**src/rtl/fpu_seq_pkg.sv**
```systemverilog
// fpu_seq_pkg: sequencer state type, fpusel codes and the fixed FPU latency table
package fpu_seq_pkg;

    typedef enum logic [1:0] {IDLE, BUSY, DONE} fpu_seq_state_t;

    localparam logic [4:0] SEL_ADD    = 5'd0,
                           SEL_SUB    = 5'd1,
                           SEL_MUL    = 5'd2,
                           SEL_DIV    = 5'd3,
                           SEL_SQRT   = 5'd4,
                           SEL_MIN    = 5'd5,
                           SEL_MAX    = 5'd6,
                           SEL_CMP    = 5'd7,
                           SEL_SGNJ   = 5'd8,
                           SEL_CVT    = 5'd9,
                           SEL_MV     = 5'd10,
                           SEL_CLASS  = 5'd11,
                           SEL_FMADD  = 5'd12,
                           SEL_FMSUB  = 5'd13,
                           SEL_FNMSUB = 5'd14,
                           SEL_FNMADD = 5'd15;

    function automatic logic fpu_legal(input logic [4:0] sel);
        return sel <= SEL_FNMADD;
    endfunction

    // Illegal selects map to 1 so callers never load an out-of-range count
    function automatic logic [4:0] fpu_lat(input logic [4:0] sel);
        return (sel inside {SEL_ADD, SEL_SUB})                       ? 5'd3  :
               (sel == SEL_MUL)                                      ? 5'd4  :
               (sel == SEL_DIV)                                      ? 5'd12 :
               (sel == SEL_SQRT)                                     ? 5'd14 :
               (sel inside {SEL_FMADD, SEL_FMSUB, SEL_FNMSUB, SEL_FNMADD}) ? 5'd5 :
               (sel inside {SEL_MIN, SEL_MAX, SEL_CMP, SEL_SGNJ,
                            SEL_CVT, SEL_MV, SEL_CLASS})             ? 5'd1  : 5'd1;
    endfunction

endpackage

```
**src/rtl/fpu_sequencer.sv**
```systemverilog
// fpu_sequencer: one-at-a-time FP issue controller; launches the FPU, stalls the pipe for
// the op's fixed latency, captures the result and hands it to EX/MEM.
module fpu_sequencer
    import fpu_seq_pkg::*;
#(
    parameter int XLEN  = 32,
    parameter int CNT_W = 4
) (
    input  logic            clk,
    input  logic            Rst,
    input  logic            issue_valid,
    input  logic            flush,
    input  logic            mem_hold,
    input  logic [4:0]      ID_EX_fpusel,
    input  logic [2:0]      ID_EX_frm,
    input  logic [XLEN-1:0] ID_EX_dout_rs1,
    input  logic [XLEN-1:0] ID_EX_dout_rs2,
    input  logic [XLEN-1:0] ID_EX_dout_rs3,
    output logic            fpu_start,
    output logic [XLEN-1:0] fpu_a,
    output logic [XLEN-1:0] fpu_b,
    output logic [XLEN-1:0] fpu_c,
    output logic [4:0]      fpu_sel,
    output logic [2:0]      fpu_rm,
    input  logic [XLEN-1:0] fpu_res,
    input  logic [4:0]      fpu_flags,
    output logic            f_stall,
    output logic [XLEN-1:0] fp_res,
    output logic [4:0]      fp_flags,
    output logic            fp_res_valid,
    output logic            illegal_op
);

    fpu_seq_state_t   r_state, w_next;
    logic [CNT_W-1:0] r_cnt;
    logic [XLEN-1:0]  r_a, r_b, r_c, r_res;
    logic [4:0]       r_sel, r_flags;
    logic [2:0]       r_rm;
    logic             w_legal, w_issue, w_cap;

    assign w_legal = fpu_legal(ID_EX_fpusel);

    // Rst gates the combinational outputs so they read 0 while reset is held
    always_comb begin
        w_next     = r_state;
        w_issue    = 1'b0;
        w_cap      = 1'b0;
        illegal_op = 1'b0;
        case (r_state)
            IDLE: begin
                w_issue    = Rst & issue_valid & w_legal & ~flush;
                illegal_op = Rst & issue_valid & ~w_legal;
                w_next     = w_issue ? BUSY : IDLE;
            end
            BUSY: begin
                w_cap  = ~flush & (r_cnt == '0);
                w_next = flush ? IDLE : (r_cnt == '0) ? DONE : BUSY;
            end
            DONE:    w_next = (flush | ~mem_hold) ? IDLE : DONE;
            default: w_next = IDLE;
        endcase
    end

    assign fpu_start    = w_issue;
    assign f_stall      = w_issue | (r_state == BUSY);
    assign fp_res_valid = (r_state == DONE);
    assign fpu_a        = r_a;
    assign fpu_b        = r_b;
    assign fpu_c        = r_c;
    assign fpu_sel      = r_sel;
    assign fpu_rm       = r_rm;
    assign fp_res       = r_res;
    assign fp_flags     = r_flags;

    always_ff @(posedge clk or negedge Rst) begin
        if (!Rst) r_state <= IDLE;
        else      r_state <= w_next;
    end

    always_ff @(posedge clk or negedge Rst) begin
        if (!Rst) begin
            r_cnt   <= '0;
            r_a     <= '0;
            r_b     <= '0;
            r_c     <= '0;
            r_sel   <= '0;
            r_rm    <= '0;
            r_res   <= '0;
            r_flags <= '0;
        end else begin
            if (w_issue) begin
                r_cnt <= CNT_W'(fpu_lat(ID_EX_fpusel) - 5'd1);
                r_a   <= ID_EX_dout_rs1;
                r_b   <= ID_EX_dout_rs2;
                r_c   <= ID_EX_dout_rs3;
                r_sel <= ID_EX_fpusel;
                r_rm  <= ID_EX_frm;
            end else if (r_state == BUSY && r_cnt != '0) begin
                r_cnt <= r_cnt - CNT_W'(1);
            end
            if (w_cap) begin
                r_res   <= fpu_res;
                r_flags <= fpu_flags;
            end
        end
    end

endmodule

```
**config.mk**
```make
export PLATFORM = sky130hd
export DESIGN_NAME = fpu_sequencer
export DESIGN_NICKNAME = d
export VERILOG_FILES = /design/src/rtl/fpu_seq_pkg.sv /design/src/rtl/fpu_sequencer.sv
export SDC_FILE = /design/constraint.sdc
export NUM_CORES = 1
export LEC_CHECK = 0
export BUFFER_PORTS_ARGS = -buffer_cell sky130_fd_sc_hd__buf_2
export CORE_MARGIN = 8
export CORE_UTILIZATION = 40
export DETAILED_ROUTE_END_ITERATION = 8
export PLACE_DENSITY = 0.79
export SLEW_MARGIN = 25
export SYNTH_ARGS = -nofsm -noshare
export SYNTH_HDL_FRONTEND = slang
export SYNTH_SLANG_ARGS = --single-unit
```
**constraint.sdc**
```tcl
create_clock -name clk -period 2.85 [get_ports clk]
set_clock_uncertainty 0.1 [all_clocks]
set_input_delay 0 -clock clk [delete_from_list [all_inputs] [get_ports clk]]
set_output_delay 0 -clock clk [all_outputs]
set_load 0.01 [all_outputs]
```
# == Yosys cells after proc, flatten, opt, wreduce, memory -nomap -nowiden ==
# Index checks and enable logic that the tools add are counted.
# totals
word_cells,55
output_inout_bits,145
inputBits,146
reg_bits,147
# classes
n_mux,15
n_addsub,2
n_eq_ne,10
bitwise_logic,10
n_reduce_logical,8
magnitude_cmp,1
# ops
op,count
$mux W4,6
$eq A5 B4 Y1 const B,4
$eq A5 B2 Y1 const B,2
$reduce_bool A4 Y1,2
$sub A4 B1 Y4 const B,2
$mux W2,3
$pmux W2 S3,1
$and A1 B1 Y1,5
$eq A5 B1 Y1 const B,1
$eq A5 B3 Y1 const B,1
$le A5 B4 Y1 const B,1
$logic_not A5 Y1,1
$logic_not A4 Y1,1
$mux W1,4
$reduce_bool A2 Y1,2
$mux W3,1
$not A1 Y1,3
$eq A2 B1 Y1 const B,1
$eq A2 B2 Y1 const B,1
$logic_not A2 Y1,1
$or A1 B1 Y1,2
$logic_and A1 B1 Y1,1

# == Depth between registers and ports, before layout ==
# Gate-level depths: netlist of run 1.
# logic_depth
ltp_word,9
ltp_mapped,11
mapped_depth_nobuf,8

# == Worst setup path after synthesis of run 1 ==
# No wires, ideal clock.
# synth_timing
path_kind,flip-flop to flip-flop
startpoint,register r_state[0]
endpoint,register r_cnt[2]
synth_period_minus_slack_ns,2.312
setup_slack_ns,0.538
path_buffers,3
t_required_ns,2.621
t_arrival_ns,2.083
setup_time_ns,0.129
path_stages_with_launch,12
path_cell_list,dfrtp_1 -> nand4bb_1 -> or3_1 -> buf_6 -> buf_8 -> buf_6 -> nor3_1 -> a21oi_1 -> ha_1 -> nor4b_1 -> o21ai_0 -> o21ai_0
# synth_via
elab_chain_cells,3
word_cells_on_any_way,6
classes_between,1 x eq/ne; 2 x mux; 3 x reduce/logical
# synth_lines
element,line_no,rtl
"start, declared",fpu_sequencer.sv:34,"fpu_seq_state_t r_state, w_next;"
"start signal, assigned",fpu_sequencer.sv:77,else r_state <= w_next;
$logic_not A2 Y1 / $eq A2 B1 Y1 (equally long branches),"fpu_sequencer.sv:49, fpu_sequencer.sv:98",
$mux W1 / $logic_and A1 B1 Y1 (equally long branches),"fpu_sequencer.sv:49, fpu_sequencer.sv:98",
$mux W4 / $reduce_bool A2 Y1 (equally long branches),n/a,
"end signal, assigned",fpu_sequencer.sv:92,r_cnt <= CNT_W'(fpu_lat(ID_EX_fpusel) - 5'd1);
"end signal, assigned",fpu_sequencer.sv:99,r_cnt <= r_cnt - CNT_W'(1);
"end, declared",fpu_sequencer.sv:35,logic [CNT_W-1:0] r_cnt;
# Several ways; a longest one is shown, not always the timed one.
# A chain may end at the register's enable or synchronous reset.

# == Worst setup path after layout of run 1 ==
# Ends and elaborated chain as after synthesis.

==> flow_metrics.env, run 1 <==
export IMPL_status="completed"
export IMPL_die_area_um2=18400
export IMPL_ys_async_sr_fraction=1.00
export IMPL_synth_flop_cell="dfrtp_1"
export IMPL_top_layer_used="met4"
export IMPL_fin_crit_ns=2.31
export IMPL_totalWireLength_um=18700
export IMPL_setup_viol=0
export IMPL_r2r_end="r_cnt[2]"
export IMPL_drc=0
export IMPL_startpoint_type="register"
export IMPL_place_area_um2=7340
export IMPL_power_density_nw_per_um2=686
export IMPL_io_pins=291
export IMPL_worstHoldStart="issue_valid"
export IMPL_relSlewSlack=0.426
export IMPL_yosysMostFrequentCell="dfrtp_1"
export IMPL_pwr_share_seq=0.424
export IMPL_report_final_slew_viol_count=0
export IMPL_multi_input_area_um2=1920
export IMPL_io_buffers=290
export IMPL_yosys_warnings=0
export IMPL_postSynthCellCount=349
export IMPL_cp_common_cell="o21ai_0"
export IMPL_fp_dieW_um=136
export IMPL_drt_iter0_markers=113
export IMPL_clockRootBuffer="clkbuf_16"
export IMPL_route_met2_wl_um=9470
export IMPL_cts_htree_levels=4
export IMPL_vias_per_cell=4.77
export IMPL_worst_pin_slew_ns=0.861
export IMPL_grt_remaining_overflow=0
export IMPL_nNetsFinal=938
export IMPL_synth_top_area_frac=0.642
export IMPL_grt_max_degree=77
export IMPL_dpl_cell_count=808
export IMPL_pwr_share_comb=0.234
export IMPL_max_freq_mhz=432
export IMPL_vias=4705
export IMPL_worst_path_max_delay_cell="or3_4"
export IMPL_antenna_found_initial=2
export IMPL_cts_resized=0
export IMPL_ir_drop_mv=0.423
export IMPL_leakagePower_uw=0.00474
export IMPL_holdPathEnd="r_cnt[0]"
export IMPL_synth_distinct_cells=35
export IMPL_path_cells="nand4bb_1, or3_4, nor3_1, a21oi_1, ha_1, nor4b_1, o21ai_0, o21ai_0"
export IMPL_drtPass1Iterations=4
export IMPL_met3_length_um=1830
export IMPL_cts_buffers=17
export IMPL_netlist_top_cells_count="147 x dfrtp_1, 123 x mux2_2, 15 x mux2_4, 8 x buf_2"
export IMPL_crit_required_ns=3.02
export IMPL_core_area_um2=13900
export IMPL_grt_pass1_wl_um=29100
export IMPL_min_period_over_period=0.812
export IMPL_gp_congestion=0.772
export IMPL_fp_dieH_um=136
export IMPL_rsz0062_at_grt="false"
export IMPL_ys_seq_area_frac=0.642
export IMPL_synthToLayoutAreaGrowth_pct=63.8
export IMPL_p_sw_frac=0.272
export IMPL_grt_util_all_layers=0.203
export IMPL_dp_hpwl_um=11900
export IMPL_stdcell_count=986
export IMPL_worstPathMaxFanout=18
export IMPL_ys_seq_elements=147
export IMPL_cellInternalPower_uw=4680
export IMPL_seqCellArea_um2=3680
export IMPL_drive_gt1_frac=0.582
export IMPL_power_share_clock=0.342
export IMPL_total_power_uw=6430
export IMPL_fin_tns_setup_ns=0
export IMPL_cpPeakStageDelay_ns=0.46
export IMPL_synth_edff_count=0
export IMPL_clkTransAtPathRegs_ns=0.06
export IMPL_synthesis_nets=496
export IMPL_switchingPower_uw=1750
export IMPL_hold_ws_ns=0.0893
export IMPL_antenna_left=0
export IMPL_cts_tree="done"
export IMPL_worst_r2r_cell_count=8
export IMPL_critPathKind="register to register"
export IMPL_met1_length_um=6790
export IMPL_synth_avg_cell_area_um2=16.4
export IMPL_rr_startpoint="r_state[0]"
export IMPL_wl_per_cell_um=18.9
export IMPL_end_kind="register"
export IMPL_design_area_um2=9380
export IMPL_yosys_top_cells_area="dfrtp_1 64%, mux2_2 24%, mux2_4 3.9%"
export IMPL_insertion_delay_ns=0.41
export IMPL_cp_arrival_ns=2.48
export IMPL_cap_violations=0
export IMPL_r2r_slack_ns=0.54
export IMPL_numClockSinks=147
export IMPL_rows=43
export IMPL_holdPathStages=4
export IMPL_finalHoldViolations=0
export IMPL_netlist_area_um2=5730
export IMPL_yosysTopAreaCell="dfrtp_1"
export IMPL_cts_buffer_depth=2
export IMPL_fill_cells=892
export IMPL_start_util=0.411
export IMPL_hp_class="primary input to register"
export IMPL_first_global_vias=5448
==> per-stage QoR <==
stage	setup slack, ns	util
after floorplan	0.538	-
after global placement	0.669	0.527
after detailed placement	0.594	0.527
after CTS	0.558	0.673
after global routing	0.357	0.673
final	0.536	0.673
==> power by group through the flow <==
stage | Combinational [µW] | Clock (µW) | Sequential, µW
floorplan | 468 | 0 | 2910
global placement | 1300 | 0 | 2710
detailed placement | 1330 | 0 | 2740
CTS | 1490 | 2240 | 2710
global route | 1610 | 2340 | 2780
finish | 1500 | 2200 | 2730
==> critical path, delay by kind of cell, from the launching register on <==
family,cells,cell delay [ns]
DFF,1,0.43
adders and majority gates,1,0.23
AOI/OAI and AO/OA,3,0.35
and+or+nand+nor,4,1.07
==> timing repair <==
| item | CTS | global route |
|---|---|---|
| hold buffers | 144 | 0 |
| buffers inserted | 0 | 0 |
| hold endpoints to repair | 292 | 0 |
==> kinds of logic after synthesis <==
kind of cell	Yosys count	share of synthesized area
buffers and inverters	19	0.0240
AND/OR/NAND/NOR	23	0.0253
flip-flops	147	0.642
XOR/XNOR	1	0.00153
multiplexers	139	0.283
adder cells (fa/ha/maj)	1	0.00218
AO/OA/AOI/OAI	19	0.0216
==> registers in the layout, indices dropped and copies added (netlist names) <==
signal	count
fpu_sel	5
r_state	2
fpu_a	32
fp_res	32
r_cnt	4
fpu_b	32
fpu_rm	3
fp_flags	5
fpu_c	32
==> cells in the final DEF, fill, tap and decap left out, types with 3 or more instances in the layout <==
master,count
mux2_2,123
clkinv_2,4
clkinvlp_4,3
buf_2,289
clkbuf_16,17
dfrtp_1,147
o21ai_0,4
clkbuf_8,4
a21oi_1,6
nand2_1,6
mux2_4,15
buf_4,3
dlygate4sd3_1,144
inv_1,3
==> final cells by class <==
class | instances | area share
Sequential cell | 147 | 0.392
Inverter | 3 | 0.00120
Clock buffer | 23 | 0.0520
Timing Repair Buffer | 439 | 0.315
Tap cell | 180 | 0.0240
Multi-Input combinational cell | 183 | 0.204
Clock inverter | 9 | 0.0109
Antenna cell | 2 | 0.000534
==> worst max-delay path by stage <==
stage | depth (start not counted) | start | endpoint
after floorplan | 11 | r_state[0] | r_cnt[2]
after global placement | 8 | r_state[0] | r_cnt[2]
after detailed placement | 8 | r_state[0] | r_cnt[2]
after CTS | 8 | r_state[0] | r_cnt[2]
after global routing | 8 | r_state[0] | r_cnt[2]
final | 8 | r_state[0] | r_cnt[2]
==> routing by layer <==
metal / track usage / vias up
li1: - / 2134
met1: 0.212 / 2294
met2: 0.350 / 237
met3: 0.0883 / 40
met4: 0.0870 / 0
met5: 0 / -
Power figures use the tool's default switching activity.
==> run 2: changes to the inputs <==
--- a/config.mk
+++ b/config.mk
@@ -5,11 +5,12 @@
 export SDC_FILE = /design/constraint.sdc
 export NUM_CORES = 1
 export LEC_CHECK = 0
+export ABC_AREA = 1
 export BUFFER_PORTS_ARGS = -buffer_cell sky130_fd_sc_hd__buf_2
 export CORE_MARGIN = 8
 export CORE_UTILIZATION = 40
 export DETAILED_ROUTE_END_ITERATION = 8
-export PLACE_DENSITY = 0.79
+export PLACE_DENSITY = 0.81
 export SLEW_MARGIN = 25
 export SYNTH_ARGS = -nofsm -noshare
 export SYNTH_HDL_FRONTEND = slang
==> constraint.sdc (replaced) <==
create_clock -name clk -period 1.9 [get_ports clk]
set_clock_uncertainty 0.1 [all_clocks]
set_input_delay 0 -clock clk [delete_from_list [all_inputs] [get_ports clk]]
set_output_delay 0 -clock clk [all_outputs]
set_load 0.01 [all_outputs]
==> run 2 against run 1 <==
Against the previous run:
- die area increased by 3.3%
- area after synthesis increased by 3.8%
- via count increased by 29%
- core utilization decreased by 0.53 points
- register-to-register slack got worse by 0.40 ns
- total power increased by 75%
- critical path depth decreased by 1
- count of clock-buffer cells in the layout decreased by 4
- wire length increased by 19%
- synthesized cell count increased by 90%
- sequential share of layout area decreased by 1.3 points
- setup slack got worse by 0.40 ns
==> flow_metrics.env, run 2 <==
export IMPL_hp_class="primary input to register"
export IMPL_ir_drop_mv=0.732
export IMPL_netlist_area_um2=5940
export IMPL_synthToLayoutAreaGrowth_pct=63.3
export IMPL_worst_pin_slew_ns=0.797
export IMPL_vias_per_cell=4.68
export IMPL_report_final_slew_viol_count=0
export IMPL_worstPathMaxFanout=48
export IMPL_cpPeakStageDelay_ns=0.39
export IMPL_place_area_um2=7510
export IMPL_postSynthCellCount=664
export IMPL_synth_avg_cell_area_um2=8.95
export IMPL_fill_cells=1009
export IMPL_total_power_uw=11300
export IMPL_relSlewSlack=0.469
export IMPL_synth_top_area_frac=0.619
export IMPL_setup_viol=0
export IMPL_rr_startpoint="r_state[0]"
export IMPL_seqCellArea_um2=3680
export IMPL_drc=0
export IMPL_synth_area_mux_share=0
export IMPL_cts_htree_levels=4
export IMPL_synth_distinct_cells=21
export IMPL_cp_arrival_ns=2.00
export IMPL_dp_hpwl_um=12600
export IMPL_yosys_warnings=0
export IMPL_crit_required_ns=2.14
export IMPL_synthSimpleGateAreaFrac=0.255
export IMPL_die_area_um2=19000
export IMPL_final_common_cell="nand2_1"
export IMPL_synth_edff_count=0
export IMPL_cts_buffers=17
export IMPL_use_met2=0.401
export IMPL_ys_seq_elements=147
export IMPL_start_util=0.409
export IMPL_top_usage_layer="met2"
export IMPL_ys_seq_area_frac=0.619
export IMPL_gp_congestion=0.805
export IMPL_leakagePower_uw=0.00556
export IMPL_numClockSinks=147
export IMPL_cts_tree="done"
export IMPL_core_area_um2=14500
export IMPL_rows=44
export IMPL_totalWireLength_um=22200
export IMPL_synth_compound_area_share=0.0509
export IMPL_insertion_delay_ns=0.41
export IMPL_antenna_found_initial=1
export IMPL_status="completed"
export IMPL_nNetsFinal=1244
export IMPL_worstHoldStart="ID_EX_fpusel[4]"
export IMPL_layout_common_cells="361 x nand2_1, 289 x buf_2, 147 x dfrtp_1"
export IMPL_clockRootBuffer="clkbuf_16"
export IMPL_netlist_top_cells_count="361 x nand2_1, 147 x dfrtp_1, 49 x inv_1, 20 x o21ai_2, 15 x buf_6"
export IMPL_grtUsageMet1=0.243
export IMPL_grt_remaining_overflow=0
export IMPL_cts_buffer_depth=2
export IMPL_finalHoldViolations=0
export IMPL_fp_dieH_um=138
export IMPL_fin_tns_setup_ns=0
export IMPL_rsz0062_at_grt="false"
export IMPL_grt_max_degree=148
export IMPL_design_area_um2=9710
export IMPL_cp_common_cell="nand2_1"
export IMPL_cap_violations=0
export IMPL_ys_async_sr_fraction=1.00
export IMPL_yosys_area_share_adder=0.00210
export IMPL_worst_path_max_delay_cell="dfrtp_1"
export IMPL_fp_dieW_um=138
export IMPL_first_global_vias=6476
export IMPL_power_density_nw_per_um2=1160
export IMPL_max_freq_mhz=568
export IMPL_min_period_over_period=0.927
export IMPL_synth_top_family_by_area="simple AND/OR/NAND/NOR gates"
export IMPL_gr_usage_met3=0.0830
export IMPL_synth_xor_area_share=0
export IMPL_wl_per_cell_um=17.1
export IMPL_synth_flop_cell="dfrtp_1"
export IMPL_clkTransAtPathRegs_ns=0.06
export IMPL_drive_gt1_frac=0.324
export IMPL_vias=6074
export IMPL_io_pins=291
export IMPL_grt_util_all_layers=0.228
export IMPL_drtPass1Iterations=5
export IMPL_yosysTopAreaCell="dfrtp_1"
export IMPL_yosys_top_cells_area="dfrtp_1 62%, nand2_1 23%, inv_1 3.1%"
export IMPL_startpoint_type="register"
export IMPL_grt_pass1_wl_um=33500
export IMPL_antenna_left=0
export IMPL_cp_startpoint="r_state[0]"
export IMPL_fin_crit_ns=1.76
export IMPL_critPathKind="register to register"
export IMPL_drt_iter0_markers=313
export IMPL_io_buffers=290
export IMPL_multi_input_area_um2=1860
export IMPL_path_cells="nor2_2, nand2_1, nor2_4, buf_4, bufbuf_16, nand2_1, nand2_1"
export IMPL_synthesis_nets=811
export IMPL_end_kind="register"
export IMPL_yosysMostFrequentCell="nand2_1"
[run 2: changes by cell type after synthesis, moves of 9 or more]
cell     before  now
nor2_1        2   11
nand3_1       0   12
nand2_1       6  361
mux2_4       15    0
buf_6         3   15
o21ai_1       0   13
inv_1         3   49
o21ai_2       0   20
mux2_2      123    0
[run 2: cell families (layout without fill, tap and decap cells)]
logic type / Yosys count / count (layout)
compound gates: 45 / 45
flops: 147 / 147
other cells: 0 / 3
fa+ha+maj: 1 / 1
buf+inv: 81 / 527
simple gates: 390 / 390
[run 2: metrics by stage]
step            util  hold WS (ns)  cells  setup WS (ns)
2_1_floorplan      -        -0.396    664          0.283
3_3_place_gp   0.517        0.0923   1115          0.174
3_5_place_dp   0.517        0.0935   1115          0.125
4_1_cts        0.667        0.0704   1294         0.0607
5_1_grt        0.668         0.135   1295         0.0139
6_report       0.668        0.0867   1297          0.139
[run 2: per-layer routing]
layer / share of wire / vias to the layer above / wire length [µm]
li1: - / 2879 / -
met1: 0.36 / 2882 / 8020
met2: 0.51 / 283 / 11300
met3: 0.11 / 30 / 2440
met4: 0.021 / 0 / 456
met5: 0 / - / 0
[run 2: worst max-delay path, delay by kind of cell, from the launching register on]
kind | cells | cell delay [ns]
simple gates | 5 | 0.65
buf+inv | 2 | 0.54
flops | 1 | 0.39
[run 2: final cells by class]
class	count	share of cell area
antenna	3	0.000773
clock buffer	19	0.0467
clock inverter	13	0.0229
inverter	50	0.0193
multi-input combinational	436	0.192
sequential	147	0.379
tap	184	0.0237
timing repair buffer	445	0.316
[run 2: worst paths after layout]
path                              to  slack [ns]  depth (start not counted)
setup / recovery           fpu_b[23]        0.14                          7
hold / removal              r_cnt[3]        0.09                          8
setup reg to reg           fpu_b[23]        0.14                          7
hold reg to reg             fpu_c[9]        0.37                          2
max in group asynchronous   r_cnt[1]        0.82                          3
min in group asynchronous  fpu_a[24]        0.27                          3
[run 2: report_power, final]
| part | total (µW) | leakage, µW | internal [µW] | switching [µW] |
|---|---|---|---|---|
| clock network | 3810 | 0.000324 | 2430 | 1380 |
| logic | 2990 | 0.00336 | 1340 | 1660 |
| registers | 4470 | 0.00188 | 3960 | 509 |
| total | 11300 | 0.00556 | 7730 | 3540 |
[run 2: timing repair]
action | CTS | global route
endpoints found under the hold margin | 290 | 0
setup buffers | 2 | 0
gates resized for setup | 0 | 1
endpoints found under the setup margin | 1 | 51
pin swaps | 1 | 1
cloned | 2 | 0
hold buffers | 143 | 0
==> run 3: changes to the inputs <==
--- a/config.mk
+++ b/config.mk
@@ -5,12 +5,11 @@
 export SDC_FILE = /design/constraint.sdc
 export NUM_CORES = 1
 export LEC_CHECK = 0
-export ABC_AREA = 1
 export BUFFER_PORTS_ARGS = -buffer_cell sky130_fd_sc_hd__buf_2
 export CORE_MARGIN = 8
 export CORE_UTILIZATION = 40
 export DETAILED_ROUTE_END_ITERATION = 8
-export PLACE_DENSITY = 0.81
+export PLACE_DENSITY = 0.82
 export SLEW_MARGIN = 25
 export SYNTH_ARGS = -nofsm -noshare
 export SYNTH_HDL_FRONTEND = slang
==> run 3 against run 2 <==
Against the previous run:
- the run now ends with negative setup slack left
- combinational power fell by 19%
- first-iteration DRC count is 30% lower
- sequential share of layout area shrank 1.1 points
- core utilization rose by 5.0 points
- critical path depth grew 1
- global-route usage is 2.2 points lower
- count of clock-buffer cells in the layout unchanged
- highest routed layer unchanged
- via count decreased by 20%
- total power shrank 9.3%
==> flow_metrics.env, run 3 (synthesized netlist as in run 1, its figures left out) <==
export IMPL_status="finished, violations left"
export IMPL_violations="negative setup slack"
export IMPL_leakagePower_uw=0.00505
export IMPL_crit_required_ns=2.09
export IMPL_cp_common_cell="o21ai_1"
export IMPL_worst_pin_slew_ns=0.748
export IMPL_worstHoldStart="ID_EX_fpusel[0]"
export IMPL_finalHoldViolations=0
export IMPL_first_global_vias=5539
export IMPL_clkTransAtPathRegs_ns=0.06
export IMPL_startpoint_type="register"
export IMPL_insertion_delay_ns=0.41
export IMPL_io_pins=291
export IMPL_cts_buffer_depth=2
export IMPL_vias=4856
export IMPL_design_area_um2=10000
export IMPL_synthToLayoutAreaGrowth_pct=74.7
export IMPL_cts_tree="done"
export IMPL_hp_class="primary input to register"
export IMPL_cts_buffers=17
export IMPL_finish_utilization=0.718
export IMPL_stdcell_count=1015
export IMPL_power_density_nw_per_um2=1020
export IMPL_r2r_end="r_cnt[2]"
export IMPL_seqCellArea_um2=3680
export IMPL_end_kind="register"
export IMPL_clockRootBuffer="clkbuf_16"
export IMPL_drt_iter0_markers=218
export IMPL_fill_cells=822
export IMPL_fp_dieH_um=136
export IMPL_layout_common_cells="288 x buf_2, 147 x dfrtp_1, 144 x dlygate4sd3_1"
export IMPL_setup_viol=96
export IMPL_numClockSinks=147
export IMPL_grt_max_degree=148
export IMPL_path_cells="nand4bb_1, or3_4, nor3_4, a21oi_2, ha_2, nor4b_4, o21ai_1, o21ai_1"
export IMPL_worstPathMaxFanout=8
export IMPL_place_area_um2=7440
export IMPL_worst_r2r_cell_count=8
export IMPL_relSlewSlack=0.501
export IMPL_top_usage_layer="met2"
export IMPL_grt_util_all_layers=0.206
export IMPL_total_power_uw=10200
export IMPL_min_period_over_period=1.10
export IMPL_drive_gt1_frac=0.613
export IMPL_nNetsFinal=965
export IMPL_holdPathEnd="r_cnt[0]"
export IMPL_dp_hpwl_um=11800
export IMPL_holdPathStages=5
export IMPL_rows=43
export IMPL_fp_dieW_um=136
export IMPL_die_area_um2=18400
export IMPL_critPathKind="register to register"
export IMPL_vias_per_cell=4.78
export IMPL_core_area_um2=13900
export IMPL_grt_remaining_overflow=0
export IMPL_dpl_cell_count=815
export IMPL_r2r_slack_ns=-0.19
export IMPL_grtUsageMet1=0.213
export IMPL_layout_setup_ws_ns=-0.187
export IMPL_gr_usage_met3=0.0846
export IMPL_multi_input_area_um2=1990
export IMPL_cpPeakStageDelay_ns=0.44
export IMPL_totalWireLength_um=20600
export IMPL_worst_path_max_delay_cell="or3_4"
export IMPL_report_final_slew_viol_count=0
export IMPL_rsz0062_at_grt="true"
export IMPL_antenna_left=0
export IMPL_use_met2=0.364
export IMPL_rr_startpoint="r_state[0]"
export IMPL_max_freq_mhz=479
export IMPL_hold_ws_ns=0.0355
export IMPL_drtPass1Iterations=4
export IMPL_antenna_found_initial=3
export IMPL_cap_violations=0
export IMPL_io_buffers=290
export IMPL_wl_per_cell_um=20.2
export IMPL_ir_drop_mv=0.673
export IMPL_fin_crit_ns=2.09
export IMPL_critPathTopFamily="simple AND/OR/NAND/NOR gates"
export IMPL_drc=0
export IMPL_gp_congestion=0.801
export IMPL_cp_arrival_ns=2.28
export IMPL_critPathBufInv=0
export IMPL_start_util=0.411
export IMPL_cts_htree_levels=4
export IMPL_final_common_cell="buf_2"
export IMPL_grt_pass1_wl_um=29600
[run 3: how the worst max path moves through the flow]
stage               slack, ns       end  cells after the start  startpoint
global placement        -0.05  r_cnt[2]                      8  r_state[1]
CTS                     -0.21  r_cnt[2]                      8  r_state[0]
floorplan               -0.36  r_cnt[2]                     11  r_state[0]
finish                  -0.19  r_cnt[2]                      8  r_state[0]
global route            -0.26  r_cnt[2]                      8  r_state[0]
detailed placement      -0.24  r_cnt[2]                      8  r_state[1]
[run 3: through the flow]
stage / setup slack [ns] / setup TNS [ns]
final: -0.187 / -9.04
after global placement: -0.0545 / -0.0997
after CTS: -0.209 / -11.13
after global routing: -0.260 / -18.28
after floorplan: -0.363 / -0.720
after detailed placement: -0.240 / -0.399
[run 3: what timing repair did]
action,in CTS,in global routing
buffers inserted,4,4
cloned,0,12
pin swaps,7,1
hold endpoints to repair,292,0
resized for setup,18,20
hold buffers,144,0
setup endpoints to repair,24,142
[run 3: final cells by class]
class                   count  share of cell area
inverters                   3             0.00163
clock buffers              19              0.0453
clock inverters            12              0.0203
multi-input cells         183               0.199
diodes                      5             0.00125
flip-flops and latches    147               0.368
repair buffers            466               0.342
well taps                 180              0.0225
[run 3: power breakdown]
| group | switching (µW) | total (µW) | internal [µW] |
|---|---|---|---|
| combinational | 1090 | 2410 | 1320 |
| sequential | 376 | 4110 | 3730 |
| clock | 1310 | 3710 | 2400 |
[run 3: worst reg2reg max path, delay by kind of cell (launching register included)]
family,cells,cell delay (ns)
AND/OR/NAND/NOR,4,0.96
flip-flops,1,0.38
AO/OA/AOI/OAI,3,0.31
adder cells (fa/ha/maj),1,0.22
[run 3: layer usage]
layer  share of wire  routed length, µm  vias up
met4           0.017                359        0
met5               0                  0        -
li1                -                  -     2192
met1            0.35               7220     2397
met2            0.53              11000      238
met3           0.098               2020       29
